`src/rtl/tdm_demux_1_4.sv`:
```
// tdm_demux_1_4: receive side of a 4-channel bit-interleaved TDM serial link.
// Recovers frame alignment from SYNC, steers each valid serial sample into its
// channel shift register and presents the four WIDTH-bit words in parallel
// with a one-cycle OUT_VALID strobe.
// Optional feature macro: TDM_DEMUX_PARITY_EN (adds a 5th even-parity slot per
// frame and drives PAR_ERR; word completion moves to the parity slot).
module tdm_demux_1_4 #(
  parameter int WIDTH = 8
) (
  input  logic               clk,
  input  logic               rst_n,
  input  logic               DIN,
  input  logic               VALID,
  input  logic               SYNC,
  output logic [4*WIDTH-1:0] OUT,
  output logic               OUT_VALID,
  output logic [2:0]         SEL,
  output logic               LOCKED,
  output logic               SYNC_ERR,
  output logic               PAR_ERR
);

  localparam int BW = $clog2(WIDTH);
  localparam logic [BW-1:0] BIT_LAST = BW'(WIDTH - 1);
`ifdef TDM_DEMUX_PARITY_EN
  localparam logic [2:0] SLOT_LAST = 3'd4;
`else
  localparam logic [2:0] SLOT_LAST = 3'd3;
`endif

  typedef enum logic {
    HUNT,
    RUN
  } state_t;

  state_t           state;
  logic [2:0]       slot;
  logic [BW-1:0]    bitcnt;
  logic [WIDTH-1:0] ch [4];
  logic [4*WIDTH-1:0] word_done;
`ifdef TDM_DEMUX_PARITY_EN
  logic             par;
`endif

  // SEL mirrors the transmitter's mux select: the slot of the next sample.
  assign SEL = slot;

`ifndef TDM_DEMUX_PARITY_EN
  assign PAR_ERR = 1'b0;
`endif

  // Completed word as it will look after the completing edge; without parity
  // that edge also carries the last ch3 bit, so it is merged in here.
  always_comb begin
    word_done = '0;
`ifdef TDM_DEMUX_PARITY_EN
    word_done = {ch[3], ch[2], ch[1], ch[0]};
`else
    word_done = {ch[3][WIDTH-2:0], DIN, ch[2], ch[1], ch[0]};
`endif
  end

  // Framing FSM, channel shift registers, word assembly and status pulses.
  always_ff @(posedge clk or negedge rst_n) begin
    if (!rst_n) begin
      state     <= HUNT;
      slot      <= '0;
      bitcnt    <= '0;
      OUT       <= '0;
      OUT_VALID <= 1'b0;
      LOCKED    <= 1'b0;
      SYNC_ERR  <= 1'b0;
      for (int unsigned k = 0; k < 4; k++) ch[k] <= '0;
`ifdef TDM_DEMUX_PARITY_EN
      PAR_ERR   <= 1'b0;
      par       <= 1'b0;
`endif
    end else begin
      OUT_VALID <= 1'b0;
      SYNC_ERR  <= 1'b0;
`ifdef TDM_DEMUX_PARITY_EN
      PAR_ERR   <= 1'b0;
`endif
      if (VALID) begin
        case (state)
          HUNT: begin
            if (SYNC) begin
              ch[0]  <= {{(WIDTH-1){1'b0}}, DIN};
              ch[1]  <= '0;
              ch[2]  <= '0;
              ch[3]  <= '0;
              slot   <= 3'd1;
              bitcnt <= '0;
              state  <= RUN;
              LOCKED <= 1'b1;
`ifdef TDM_DEMUX_PARITY_EN
              par    <= DIN;
`endif
            end
          end
          RUN: begin
            if (slot == 3'd0) begin
              if (SYNC) begin
                ch[0] <= {ch[0][WIDTH-2:0], DIN};
                slot  <= 3'd1;
`ifdef TDM_DEMUX_PARITY_EN
                par   <= DIN;
`endif
              end else begin
                // Lost alignment: drop the sample and go back to hunting.
                SYNC_ERR <= 1'b1;
                for (int unsigned k = 0; k < 4; k++) ch[k] <= '0;
                slot     <= '0;
                bitcnt   <= '0;
                state    <= HUNT;
                LOCKED   <= 1'b0;
              end
            end else if (SYNC) begin
              // Early marker: realign so this sample becomes slot 0, frame 0.
              SYNC_ERR <= 1'b1;
              ch[0]    <= {{(WIDTH-1){1'b0}}, DIN};
              ch[1]    <= '0;
              ch[2]    <= '0;
              ch[3]    <= '0;
              slot     <= 3'd1;
              bitcnt   <= '0;
`ifdef TDM_DEMUX_PARITY_EN
              par      <= DIN;
`endif
            end else begin
              for (int unsigned k = 1; k < 4; k++) begin
                if (slot == 3'(k)) ch[k] <= {ch[k][WIDTH-2:0], DIN};
              end
`ifdef TDM_DEMUX_PARITY_EN
              par <= par ^ DIN;
`endif
              if (slot == SLOT_LAST) begin
                slot <= '0;
`ifdef TDM_DEMUX_PARITY_EN
                if (par ^ DIN) PAR_ERR <= 1'b1;
`endif
                if (bitcnt == BIT_LAST) begin
                  bitcnt    <= '0;
                  OUT       <= word_done;
                  OUT_VALID <= 1'b1;
                end else begin
                  bitcnt <= bitcnt + 1'b1;
                end
              end else begin
                slot <= slot + 3'd1;
              end
            end
          end
          default: state <= HUNT;
        endcase
      end
    end
  end

endmodule
```
`config.mk`:
```
export PLATFORM = sky130hd
export DESIGN_NAME = tdm_demux_1_4
export DESIGN_NICKNAME = d
export VERILOG_FILES = /design/src/rtl/tdm_demux_1_4.sv
export SDC_FILE = /design/constraint.sdc
export NUM_CORES = 1
export LEC_CHECK = 0
export BUFFER_PORTS_ARGS = -buffer_cell sky130_fd_sc_hd__buf_2
export CAP_MARGIN = 30
export CORE_ASPECT_RATIO = 0.8
export CORE_MARGIN = 5
export CORE_UTILIZATION = 48
export DETAILED_ROUTE_END_ITERATION = 7
export PLACE_DENSITY = 0.73
export SETUP_SLACK_MARGIN = 0.02
export SKIP_LAST_GASP = 1
export SLEW_MARGIN = 10
export SYNTH_ARGS = -nofsm -noshare
export SYNTH_HDL_FRONTEND = slang
export SYNTH_SLANG_ARGS = --single-unit
```
`constraint.sdc`:
```
create_clock -name clk -period 2.5 [get_ports clk]
set_input_delay 0.5 -clock clk [delete_from_list [all_inputs] [get_ports clk]]
set_output_delay 0.5 -clock clk [all_outputs]
set_load 0.02 [all_outputs]
```
Word-level counts from Yosys, hierarchy flattened

Index checks and enable logic that the tools add are counted.
Widths: inputs -> output; s select.

Register bits after elaboration: 73
Input port bits: 5
Word-level logic and storage cells: 76

Add/sub/neg operators: 2
Equality and inequality tests: 12
Multiplexer cells: 40
Bitwise logic cells: 3
Reduce and logical (&&, ||, !) cells: 8

Operators by type and width:

| cell                | count |
|---|---|
| $mux 32             | 2 |
| $pmux 32 s2         | 1 |
| $mux 24             | 2 |
| $mux 8              | 5 |
| $mux 3              | 10 |
| $mux 1              | 16 |
| $reduce_and 4->1    | 4 |
| $ne 4x2->1 const B  | 3 |
| $pmux 3 s2          | 2 |
| $add 3x1->3 const B | 2 |
| $eq 3x2->1 const B  | 2 |
| $reduce_and 6->1    | 1 |
| $ne 2x2->1 const B  | 2 |
| $pmux 1 s2          | 2 |
| $eq 3x1->1 const B  | 1 |
| $eq 3x3->1 const B  | 1 |
| $logic_not 3->1     | 1 |
| $ne 3x2->1 const B  | 1 |
| $ne 3x3->1 const B  | 1 |
| $not 1->1           | 3 |
| $reduce_and 3->1    | 1 |
| $ne 2x1->1 const B  | 1 |
| $reduce_and 2->1    | 1 |

Logic depth before layout (Yosys ltp)

Depth after elaboration: 7
Depth in mapped cells: 8
Mapped depth without buffers: 6

Worst setup path after synthesis

OpenSTA, ideal clock, no wires.

Path type: reg2reg
From: register slot[0] (netlist: SEL[0])
To: register bitcnt[0]
Library setup time: 0.125 ns
Arrival time: 1.903 ns
Slack: 0.472 ns
Cell stages (with the launch flop): 9
Buffers on the path: 2
Cells stage by stage: dfrtp_1 inv_1 ha_1 and4b_1 buf_6 nand2b_4 a21oi_1 buf_6 mux2_4

Word-level cells in the longest chain between the ends: 3
Elaborated cells on any way between the ends: 7

RTL lines:

| item                                                            | line     | RTL |
|---|---|---|
| from (decl)                                                     | 37       | `logic [2:0] slot;` |
| from (signal assigned)                                          | 150      | `slot <= slot + 3'd1;` |
| $eq 3x2->1 / $logic_not 3->1 (equally long branches)            | 137, 102 |  |
| $ne 4x2->1 (no line), or another cell as far along              | -        |  |
| $reduce_and 4->1 (no line) / $pmux 3 s2 (equally long branches) | -        |  |
| to (signal assigned)                                            | 147      | `bitcnt <= bitcnt + 1'b1;` |
| to (decl)                                                       | 38       | `logic [BW-1:0] bitcnt;` |

Several ways; a longest one is shown, not always the timed one.
A chain may end at the register's enable or synchronous reset.

Worst setup path in the final report

From: register slot[0] (netlist: SEL[0])
To: register bitcnt[2]

Same word-level chain as after synthesis.

==> flow_summary.ini <==
[outcome]
outcome = completed

[detailed_routing]
route.antenna.remaining_nets = 0
detailedRoute.firstIterationViolations = 70
routed_wirelength_mm = 5.39
detailed_route_via_count = 1956
routed_wire_length_per_instance_um = 13.7
post-route-drc-count = 0
route.detailed.vias_per_inst = 4.96
number_of_detailed_routing_iterations_run_before_antenna_repair = 4

[sta]
finalCritPeriodShare_pct = 86.5
finalSetupViolations = 0
timing.clock.skew_ps = 7.45
fmax_mhz = 463
final_max_slew_viol_count = 0
rsz0062_at_grt = false
report.final.hold_viol_count = 0
final_critical_path_setup_slack_ps = 338
final_period_minus_worst_setup_slack_ps = 2160
finalSetupTns_ps = 0

[die]
fp.dieH_um = 82.1
start_util_pct = 49.2
pin_count = 44
fp.coreArea_um2 = 6340
placement_rows = 26
fp.dieW_um = 100
die-area_um2 = 8220

[power]
leakagePower_nw = 1.88
power.density_cell_area_nw_per_um2 = 743
power.ir.vdd_worst_mv = 0.355

[clock_network]
clk-insertion-delay-late_ps = 340
cts.sinks = 73
cts.htree.levels = 3
hold_buffers = 0
post-cts-setup-buffers = 0
tritoncts = yes
cts-resized-gates = 0
cts-root-buf = sky130_fd_sc_hd__clkbuf_8
number_of_buffers_created_by_cts = 9
clkTransAtPathRegs_ps = 80
cts_max_path_buffers = 2

[synthesis]
synth.top_cell.area_share_pct = 58.6
synth.area.top_cells = sky130_fd_sc_hd__dfrtp_1 59%, sky130_fd_sc_hd__mux2_2 12%, sky130_fd_sc_hd__nand2_1 5.8%, sky130_fd_sc_hd__mux2i_1 4.8%, sky130_fd_sc_hd__o21ai_0 3.0%
syn-num-nets = 269
post_synth_inst_count = 258
synth-seq-area-share_pct = 58.6
synth_top_cell_by_area = sky130_fd_sc_hd__dfrtp_1
number_of_distinct_library_cells_after_synthesis = 31
number_of_synthesized_register_bits = 73
syn_area_um2 = 3120
synth.avg_cell_area_um2 = 12.1
ys_warn_count = 0

[critical_path]
regToRegEndpoint = bitcnt[2]
worstSetupPathType = reg -> reg
timing.critical_path.arrival_ps = 2420
worstPathMaxFanout = 8
worst-r2r-cell-count = 7
r2r_slack_ps = 340
crit_path_required_time_ps = 2760
r2r-start = SEL[0]
endpoint_kind_of_the_worst_setup_timing_path = flip-flop
critPathLaunchType = flip-flop

[flow_run]
max_cap_viol_count = 0

[global_routing]
globalRoute.totalOverflow = 0
grt_usage_pct = 15.0
wire_length_of_the_first_global_routing_pass_mm = 9.63
first_global_vias = 1995
initial_antenna_violation_count = 0
largest_net_degree_at_the_start_of_global_routing = 74

[layout]
sequential_cell_area_um2 = 1830
antenna_cells_inserted = 0
multi_input_comb_area_um2 = 1130
fill_count = 549
layout.nets = 317
syn_to_final_growth_pct = 15.1
post_route_cells_drive_above_1_share_pct = 33.9

[place]
port-buffer-count = 42
hpwlAfterDp_mm = 3.68
placement.setup.worst_slack_ps = 359
finalWeightedCongestion = 0.767

[min_path]
hold_path_class = in -> async
## worst max-delay path, cell delays in order, from the launching register on
cell and delay (ps):
sky130_fd_sc_hd__dfrtp_1 410, sky130_fd_sc_hd__inv_1 100, sky130_fd_sc_hd__ha_1 260, sky130_fd_sc_hd__and4b_1 320, sky130_fd_sc_hd__nand2b_4 190, sky130_fd_sc_hd__a21oi_1 370, sky130_fd_sc_hd__buf_4 240, sky130_fd_sc_hd__mux2i_1 200
## layout by cell type, fill, tap and decap left out
master                       count
sky130_fd_sc_hd__and4b_1         1
sky130_fd_sc_hd__nor4b_1         1
sky130_fd_sc_hd__o31a_1          1
sky130_fd_sc_hd__clkinvlp_4      1
sky130_fd_sc_hd__dfrtp_1        73
sky130_fd_sc_hd__a21oi_1         5
sky130_fd_sc_hd__nor3_2          1
sky130_fd_sc_hd__a21oi_4         1
sky130_fd_sc_hd__inv_1          20
sky130_fd_sc_hd__a21boi_0        1
sky130_fd_sc_hd__and2b_1         3
sky130_fd_sc_hd__ha_1            6
sky130_fd_sc_hd__buf_12          1
sky130_fd_sc_hd__mux2_4          3
sky130_fd_sc_hd__and3_1          1
sky130_fd_sc_hd__nor2_1          3
sky130_fd_sc_hd__nor3b_1         1
sky130_fd_sc_hd__clkinv_2        3
sky130_fd_sc_hd__buf_4           7
sky130_fd_sc_hd__and2_1          1
sky130_fd_sc_hd__conb_1          1
sky130_fd_sc_hd__and3b_1         1
sky130_fd_sc_hd__inv_6           1
sky130_fd_sc_hd__buf_2          42
sky130_fd_sc_hd__nand3_1         1
sky130_fd_sc_hd__nand3b_1        1
sky130_fd_sc_hd__clkbuf_8       10
sky130_fd_sc_hd__a32o_1          1
sky130_fd_sc_hd__nand2_1        48
sky130_fd_sc_hd__o21ai_0        19
sky130_fd_sc_hd__mux2i_1        15
sky130_fd_sc_hd__nand4b_2        1
sky130_fd_sc_hd__a2bb2oi_1       1
sky130_fd_sc_hd__nand2b_4        1
sky130_fd_sc_hd__mux2_2         33
## registers in the layout, indices dropped and copies added, names as in the netlist
name	count
OUT	32
ch	31
SEL	3
bitcnt	3
LOCKED	1
OUT_VALID	1
SYNC_ERR	1
state	1
## layer usage
| layer | vias up | global-route usage, % | wire length (um) |
|---|---|---|---|
| met1 | 948 | 19.5 | 2610 |
| met3 | 8 | 5.77 | 313 |
| met5 | - | 0 | 0 |
| met2 | 50 | 23.6 | 2420 |
| li1 | 950 | - | - |
| met4 | 0 | 4.17 | 56 |
## cells in the mapped netlist (all sizes together)
cell / n
inv: 20
conb: 1
nand3: 1
a21boi: 1
ha: 6
nand3b: 1
a2bb2oi: 1
a21oi: 6
mux2i: 15
o31a: 1
and2b: 3
and3: 1
o21ai: 19
and2: 1
nand4b: 1
nand2b: 1
and3b: 1
dfrtp: 73
nor2: 3
nand2: 48
mux2: 36
a32o: 1
buf: 13
nor3b: 1
and4b: 1
nor3: 1
nor4b: 1
## how the worst max path moves through the flow
stage / slack (ps) / to / cells past startpoint / start
3_5_place_dp: 360 / bitcnt[2] / 7 / SEL[0]
5_1_grt: 170 / ch[1] / 7 / SEL[1]
2_1_floorplan: 470 / bitcnt[0] / 8 / SEL[0]
3_3_place_gp: 500 / ch[6] / 7 / SEL[1]
6_report: 340 / bitcnt[2] / 7 / SEL[0]
4_1_cts: 340 / bitcnt[2] / 7 / SEL[0]
## metrics by stage
| stage | power, mW | cell area (um^2) | hold WS (ps) | cells | util (%) |
|---|---|---|---|---|---|
| final | 2.67 | 3590 | 154 | 394 | 56.6 |
| after global routing | 2.84 | 3590 | 197 | 394 | 56.6 |
| after CTS | 2.70 | 3590 | 188 | 394 | 56.6 |
| after detailed placement | 1.88 | 3420 | 475 | 379 | 53.9 |
| after global placement | 1.86 | 3420 | 468 | 379 | 53.9 |
| after floorplan | 1.75 | 3120 | 204 | 258 | - |
## cells by family after synthesis
logic type,count (synthesis),share of synthesized area [%]
AO/OA/AOI/OAI,29,5.50
other,1,0.120
AND/OR/NAND/NOR,65,10.0
adder cells (fa/ha/maj),6,2.41
multiplexers,51,18.2
flip-flops,73,58.6
buffers and inverters,33,5.18
## report_power, final
group | switching [mW] | leakage (nW) | internal [mW]
sequential | 0.0806 | 1.01 | 1.27
combinational | 0.297 | 0.791 | 0.211
clock | 0.430 | 0.0883 | 0.380
total | 0.808 | 1.88 | 1.86
## cell type report
| class | instances | share of cell area, % |
|---|---|---|
| clock inverters | 5 | 0.872 |
| flip-flops and latches | 73 | 50.9 |
| repair buffers | 50 | 7.88 |
| multi-input cells | 152 | 31.5 |
| inverters | 20 | 2.09 |
| clock buffers | 10 | 3.84 |
| well taps | 84 | 2.93 |
Note: power is estimated with default switching activity, not from simulation.
